### src/rtl/seg7_pkg.sv
// seg7_pkg: widths, segment pattern constants, scan FSM state type and the
// segment-to-digit decode function. Define SEG7_HEX_EN to decode A-F as well.
package seg7_pkg;

    localparam int SEG_W   = 7;
    localparam int DIGIT_W = 4;

    // Active-high segment patterns {a,b,c,d,e,f,g}, a = bit 6.
    localparam logic [SEG_W-1:0] SEG_0 = 7'h7E;
    localparam logic [SEG_W-1:0] SEG_1 = 7'h30;
    localparam logic [SEG_W-1:0] SEG_2 = 7'h6D;
    localparam logic [SEG_W-1:0] SEG_3 = 7'h79;
    localparam logic [SEG_W-1:0] SEG_4 = 7'h33;
    localparam logic [SEG_W-1:0] SEG_5 = 7'h5B;
    localparam logic [SEG_W-1:0] SEG_6 = 7'h5F;
    localparam logic [SEG_W-1:0] SEG_7 = 7'h70;
    localparam logic [SEG_W-1:0] SEG_8 = 7'h7F;
    localparam logic [SEG_W-1:0] SEG_9 = 7'h7B;
    localparam logic [SEG_W-1:0] SEG_A = 7'h77;
    localparam logic [SEG_W-1:0] SEG_B = 7'h1F;
    localparam logic [SEG_W-1:0] SEG_C = 7'h4E;
    localparam logic [SEG_W-1:0] SEG_D = 7'h3D;
    localparam logic [SEG_W-1:0] SEG_E = 7'h4F;
    localparam logic [SEG_W-1:0] SEG_F = 7'h47;

    typedef enum logic [1:0] {
        IDLE     = 2'd0,
        SETTLE   = 2'd1,
        CAPTURED = 2'd2
    } state_e;

    typedef struct packed {
        logic [DIGIT_W-1:0] code;
        logic               err;
    } seg_dec_t;

    // Unknown patterns map to code F with err set; with the hex table
    // enabled code F is also a legal digit, so err is the only indicator.
    function automatic seg_dec_t seg7_decode(input logic [SEG_W-1:0] seg);
        seg_dec_t r;
        r.code = 4'h0;
        r.err  = 1'b0;
        case (seg)
            SEG_0: r.code = 4'h0;
            SEG_1: r.code = 4'h1;
            SEG_2: r.code = 4'h2;
            SEG_3: r.code = 4'h3;
            SEG_4: r.code = 4'h4;
            SEG_5: r.code = 4'h5;
            SEG_6: r.code = 4'h6;
            SEG_7: r.code = 4'h7;
            SEG_8: r.code = 4'h8;
            SEG_9: r.code = 4'h9;
`ifdef SEG7_HEX_EN
            SEG_A: r.code = 4'hA;
            SEG_B: r.code = 4'hB;
            SEG_C: r.code = 4'hC;
            SEG_D: r.code = 4'hD;
            SEG_E: r.code = 4'hE;
            SEG_F: r.code = 4'hF;
`endif
            default: begin
                r.code = 4'hF;
                r.err  = 1'b1;
            end
        endcase
        return r;
    endfunction

endpackage

### src/rtl/seg7_pattern_decode.sv
// seg7_pattern_decode: combinational segment pattern -> {code, err}.
// Ports: seg_i (7 segments, a = bit 6), code_o (4-bit digit), err_o (undecodable).
// Honours SEG7_HEX_EN through seg7_pkg::seg7_decode.
module seg7_pattern_decode
    import seg7_pkg::*;
(
    input  logic [SEG_W-1:0]   seg_i,
    output logic [DIGIT_W-1:0] code_o,
    output logic               err_o
);

    seg_dec_t dec;

    always_comb begin
        dec    = seg7_decode(seg_i);
        code_o = dec.code;
        err_o  = dec.err;
    end

endmodule

### src/rtl/seg7_scan_decoder.sv
// seg7_scan_decoder: samples multiplexed 7-segment lines and digit strobes,
// debounces each strobed digit, decodes it and emits one frame per full scan.
// Ports: clk, rst (async, active-high); seg_in[6:0], dig_en[N-1:0] (pins);
//   out_digits[4N-1:0], out_err[N-1:0], out_valid / out_ready (frame handshake);
//   frame_drop (1-cycle pulse when a completed frame is discarded).
// Build option: SEG7_HEX_EN adds A-F patterns to the decode table.
module seg7_scan_decoder
    import seg7_pkg::*;
#(
    parameter int N_DIGITS   = 4,
    parameter int STABLE_CYC = 4
) (
    input  logic                        clk,
    input  logic                        rst,
    input  logic [SEG_W-1:0]            seg_in,
    input  logic [N_DIGITS-1:0]         dig_en,
    output logic [DIGIT_W*N_DIGITS-1:0] out_digits,
    output logic [N_DIGITS-1:0]         out_err,
    output logic                        out_valid,
    input  logic                        out_ready,
    output logic                        frame_drop
);

    localparam int FW    = DIGIT_W * N_DIGITS;
    localparam int CNT_W = $clog2(STABLE_CYC + 1);
    localparam logic [CNT_W-1:0] CNT_ONE = CNT_W'(1);
    localparam logic [CNT_W-1:0] CNT_MAX = CNT_W'(STABLE_CYC);

    // Scan FSM and latched sample
    state_e              state_q;
    logic [SEG_W-1:0]    seg_q;
    logic [N_DIGITS-1:0] dig_q;
    logic [CNT_W-1:0]    cnt_q;

    // Capture slots
    logic [N_DIGITS-1:0] mask_q;
    logic [N_DIGITS-1:0] mask_d;
    logic [FW-1:0]       cap_code_q;
    logic [N_DIGITS-1:0] cap_err_q;

    // Output register
    logic [FW-1:0]       out_digits_q;
    logic [N_DIGITS-1:0] out_err_q;
    logic                out_valid_q;
    logic                frame_drop_q;

    logic                legal;
    logic                same;
    logic                wr;
    logic                full;
    logic                load;
    logic                drop;
    logic [DIGIT_W-1:0]  dec_code;
    logic                dec_err;

    // Decode works on the latched pattern, which equals seg_in whenever
    // a slot write happens (write requires an unchanged sample).
    seg7_pattern_decode u_dec (
        .seg_i  (seg_q),
        .code_o (dec_code),
        .err_o  (dec_err)
    );

    always_comb begin
        legal = $onehot(dig_en);
        same  = (seg_in == seg_q) && (dig_en == dig_q);
        wr    = (state_q == SETTLE) && legal && same
                && (cnt_q >= CNT_MAX);
        full  = &mask_q;
        load  = full && (!out_valid_q || out_ready);
        drop  = full && out_valid_q && !out_ready;
        // Completion clears the mask; a write on that edge still lands.
        mask_d = full ? '0 : mask_q;
        if (wr) begin
            mask_d = mask_d | dig_q;
        end
    end

    always_ff @(posedge clk or posedge rst) begin
        if (rst) begin
            state_q <= IDLE;
            seg_q   <= '0;
            dig_q   <= '0;
            cnt_q   <= '0;
        end else begin
            unique case (state_q)
                IDLE: begin
                    if (legal) begin
                        state_q <= SETTLE;
                        seg_q   <= seg_in;
                        dig_q   <= dig_en;
                        cnt_q   <= CNT_ONE;
                    end
                end
                SETTLE: begin
                    if (!legal) begin
                        state_q <= IDLE;
                    end else if (!same) begin
                        seg_q <= seg_in;
                        dig_q <= dig_en;
                        cnt_q <= CNT_ONE;
                    end else if (cnt_q >= CNT_MAX) begin
                        state_q <= CAPTURED;
                    end else begin
                        cnt_q <= cnt_q + CNT_ONE;
                    end
                end
                CAPTURED: begin
                    // Any change costs a bubble cycle through IDLE.
                    if (!same) begin
                        state_q <= IDLE;
                    end
                end
                default: begin
                    state_q <= IDLE;
                end
            endcase
        end
    end

    always_ff @(posedge clk or posedge rst) begin
        if (rst) begin
            mask_q     <= '0;
            cap_code_q <= '0;
            cap_err_q  <= '0;
        end else begin
            mask_q <= mask_d;
            for (int i = 0; i < N_DIGITS; i++) begin
                if (wr && dig_q[i]) begin
                    cap_code_q[DIGIT_W*i +: DIGIT_W] <= dec_code;
                    cap_err_q[i] <= dec_err;
                end
            end
        end
    end

    always_ff @(posedge clk or posedge rst) begin
        if (rst) begin
            out_digits_q <= '0;
            out_err_q    <= '0;
            out_valid_q  <= 1'b0;
            frame_drop_q <= 1'b0;
        end else begin
            frame_drop_q <= drop;
            if (load) begin
                out_digits_q <= cap_code_q;
                out_err_q    <= cap_err_q;
                out_valid_q  <= 1'b1;
            end else if (out_valid_q && out_ready) begin
                out_valid_q <= 1'b0;
            end
        end
    end

    assign out_digits = out_digits_q;
    assign out_err    = out_err_q;
    assign out_valid  = out_valid_q;
    assign frame_drop = frame_drop_q;

endmodule

### config.mk
export PLATFORM = sky130hd
export DESIGN_NAME = seg7_scan_decoder
export DESIGN_NICKNAME = d
export VERILOG_FILES = /design/src/rtl/seg7_pkg.sv /design/src/rtl/seg7_pattern_decode.sv /design/src/rtl/seg7_scan_decoder.sv
export SDC_FILE = /design/constraint.sdc
export NUM_CORES = 1
export LEC_CHECK = 0
export ABC_AREA = 1
export CAP_MARGIN = 20
export CORE_MARGIN = 10
export CORE_UTILIZATION = 60
export CTS_CLUSTER_SIZE = 25
export DETAILED_ROUTE_END_ITERATION = 7
export PLACE_DENSITY = 0.88
export SYNTH_ARGS = -nofsm -noshare
export SYNTH_HDL_FRONTEND = slang
export SYNTH_SLANG_ARGS = --single-unit
### constraint.sdc
create_clock -name clk -period 5.45 [get_ports clk]
set_input_delay 0.545 -clock clk [delete_from_list [all_inputs] [get_ports clk]]
set_output_delay 0.545 -clock clk [all_outputs]
set_load 0.03 [all_outputs]
==> impl_metrics.json <==
{
  "ctsResizeCount": 0,
  "cts_root_buf": "clkbuf_8",
  "holdCritPathClass": "reg -> reg",
  "synth_area_leader_cell": "dfrtp_1",
  "skew_ns": 0.0136,
  "relSlewSlack": 0.474,
  "hold_end": "out_err[0]$_DFFE_PP0P_",
  "synth_top_cells_by_area": "dfrtp_1 49%, nand2_1 21%, nand3_1 9.4%, inv_1 4.1%, nor2_1 3.2%",
  "post-synth-top-count-cell": "nand2_1",
  "yosys_warnings": 0,
  "clockPowerShare": 0.338,
  "critPathArrivalTime_ns": 3.45,
  "htree_levels": 3,
  "yosysTopAreaCellShare": 0.488,
  "fin_util": 0.728,
  "layout.nets": 467,
  "path_cells": "clkdlybuf4s50_1, inv_1, fa_1, inv_1, ha_1, ha_1, nor2_1, nand3_1, nor2_1, inv_1, nor2_4, nand3_1, nand2_1",
  "diodes": 0,
  "drive_above_1_share": 0.0728,
  "firstDrtPassIters": 4,
  "crit_buf_inv": 4,
  "fp-row-count": 26,
  "clkTransAtPathRegs_ns": 0.08,
  "die_area_um2": 8610,
  "syn_area_per_cell_um2": 7.61,
  "die_height_um": 92.8,
  "synth.top_cells.by_count": "175 x nand2_1, 62 x dfrtp_1, 60 x nand3_1",
  "grt.overflow.total": 0,
  "grt_usage": 0.170,
  "synth_edf_count": 0,
  "clk_path_buf_depth": 2,
  "synthCells": 418,
  "ys.flop_type": "dfrtp_1",
  "syn2layout_area_growth_pct": 17.6,
  "seq_area_frac_synth": 0.488,
  "grt_pass1_vias": 2732,
  "power.share.switching": 0.349,
  "r2r-end": "out_digits[12]$_DFFE_PP0P_",
  "min-delay-start": "out_err[0]$_DFFE_PP0P_",
  "final_hold_viol_count": 0,
  "initial_core_util": 0.619,
  "outcome": "finished, final reports clean",
  "numPortBuffers": 35,
  "cts_made_buffers": 9,
  "rsz0062_at_grt": "false",
  "clock_latency_ns": 0.35,
  "synth_fp_nets": 437,
  "cts_hold_buf": 0,
  "hpwl_um": 4940,
  "fin_tns_setup_ns": 0,
  "vias_per_cell": 5.21,
  "clock.fmax_mhz": 317,
  "intPower_uw": 812,
  "post-route-min-period_ns": 3.16,
  "wire_per_inst_um": 13.1,
  "grt_first_pass_wirelength_um": 12000,
  "async_flop_share": 1.00,
  "critPathMaxStageDelay_ns": 0.54,
  "whs_path_depth": 2,
  "leakagePower_nw": 2.04,
  "comb_power_share": 0.194,
  "synth-seq-cells": 62,
  "antenna_found_initial": 0,
  "timing.critical_path.max_delay_family": "simple AND/OR/NAND/NOR gates",
  "setup_viol": 0,
  "synth.distinct_cells": 24,
  "critPathLaunchType": "primary input",
  "p_per_area_nw_per_um2": 333,
  "slowest_stage": "fa_1",
  "switching_power_uw": 435,
  "placed_cell_area_um2": 3520,
  "dieWidth_um": 92.8,
  "end_kind": "register",
  "rrSetupSlack_ns": 3.58,
  "gp_congestion": 0.923,
  "crit_top_cell": "inv_1",
  "cts_setup_buffers": 0,
  "r2r_cells": 4,
  "wl_um": 6840,
  "peakVddDrop_mv": 0.222,
  "coreArea_um2": 5140,
  "finalCritPeriodShare": 0.579,
  "crit_type": "in -> reg",
  "grt_max_degree": 63,
  "synth_area_um2": 3180,
  "drc": 0,
  "cp_max_fo": 21,
  "top_level_ports": 36,
  "final_area_um2": 3740,
  "cts_tree": "done",
  "power_frac_seq": 0.468,
  "worstMarginPinSlew_ns": 0.789,
  "final_antenna_net_count": 0,
  "finalMaxSlewViolations": 0,
  "cts.sinks": 62,
  "drtIter0Drc": 173,
  "maxCapViolCount": 0,
  "r2r_start": "out_valid$_DFFE_PP0P_",
  "cp.required_ns": 5.75,
  "vias": 2724
}
==> kinds of logic (layout without fill, tap and decap cells) <==
group,Yosys count,in the layout,synth area share
and+or+nand+nor,283,283,0.385
DFF,62,62,0.488
buffers and inverters,58,93,0.0822
xor gates and xnor gates,6,6,0.0165
adders and majority gates,5,5,0.0220
AOI/OAI and AO/OA,4,4,0.00629
==> power by group through the flow <==
stage               Sequential, mW  Combinational, mW  Clock, mW
finish                       0.584              0.242      0.421
global route                 0.592              0.283      0.447
CTS                          0.582              0.243      0.426
detailed placement           0.591              0.242          0
global placement             0.586              0.232          0
floorplan                    0.540              0.240          0
==> state kept, by name, indices dropped and copies added (netlist names) <==
register	count
out_valid	1
out_digits	16
dig_q	4
cnt_q	3
frame_drop	1
seg_q	7
state_q	2
mask_q	4
cap_err_q	4
cap_code_q	16
out_err	4
==> cell type report <==
class | count | area (um^2)
clock buffer | 10 | 138
clock inverter | 6 | 68.8
fill | 424 | 1400
inverter | 40 | 150
multi-input combinational | 298 | 1380
sequential | 62 | 1550
tap | 70 | 87.6
timing repair buffer | 37 | 369
==> through the flow <==
step | power [mW] | setup WS [ns] | hold WS [ns] | instances
finish | 1.25 | 2.29 | 0.472 | 523
global route | 1.32 | 2.01 | 0.492 | 523
CTS | 1.25 | 2.30 | 0.474 | 522
detailed placement | 0.833 | 1.92 | 0.457 | 506
global placement | 0.818 | 2.07 | 0.453 | 506
floorplan | 0.780 | 2.88 | 0.443 | 418
==> worst max-delay path by stage <==
stage | from | endpoint | slack [ns] | cells past startpoint
2_1_floorplan | dig_en[0] | cap_code_q[11]$_DFFE_PP0P_ | 2.88 | 13
5_1_grt | dig_en[0] | cap_err_q[2]$_DFFE_PP0P_ | 2.01 | 13
4_1_cts | dig_en[0] | cap_code_q[6]$_DFFE_PP0P_ | 2.30 | 13
6_report | dig_en[0] | cap_code_q[6]$_DFFE_PP0P_ | 2.29 | 13
3_3_place_gp | dig_en[0] | cap_code_q[1]$_DFFE_PP0P_ | 2.07 | 13
3_5_place_dp | dig_en[0] | cap_code_q[6]$_DFFE_PP0P_ | 1.92 | 13
==> cells in the final DEF (no fill, tap or decap) <==
master,instances
nand2_1,175
dfrtp_1,62
nand3_1,60
clkdlybuf4s50_1,35
inv_1,34
nor2_1,27
clkbuf_8,10
nand4_1,7
inv_2,6
xnor2_1,5
nor3_1,4
o21ai_0,4
ha_1,4
nor2_4,3
nand3_2,2
nand2_4,2
clkinv_4,2
nor4_4,1
nand2_2,1
xor2_1,1
nand3b_1,1
fa_1,1
inv_6,1
bufinv_16,1
clkinvlp_4,1
clkinv_2,1
buf_6,1
buf_4,1
==> worst register-to-register path: stages (launching register included) <==
cell,delay (ns)
dfrtp_1,0.38
nand2_1,0.52
nand2_1,0.57
nand2_1,0.21
nand2_1,0.07
==> layer usage <==
layer  up-vias  wire length [um]  track usage
li1       1367                 -            -
met1      1270              2960        0.201
met2        78              3340        0.277
met3         9               438       0.0557
met4         0               106       0.0681
met5         -                 0            0
Note: power is estimated with default switching activity, not from simulation.
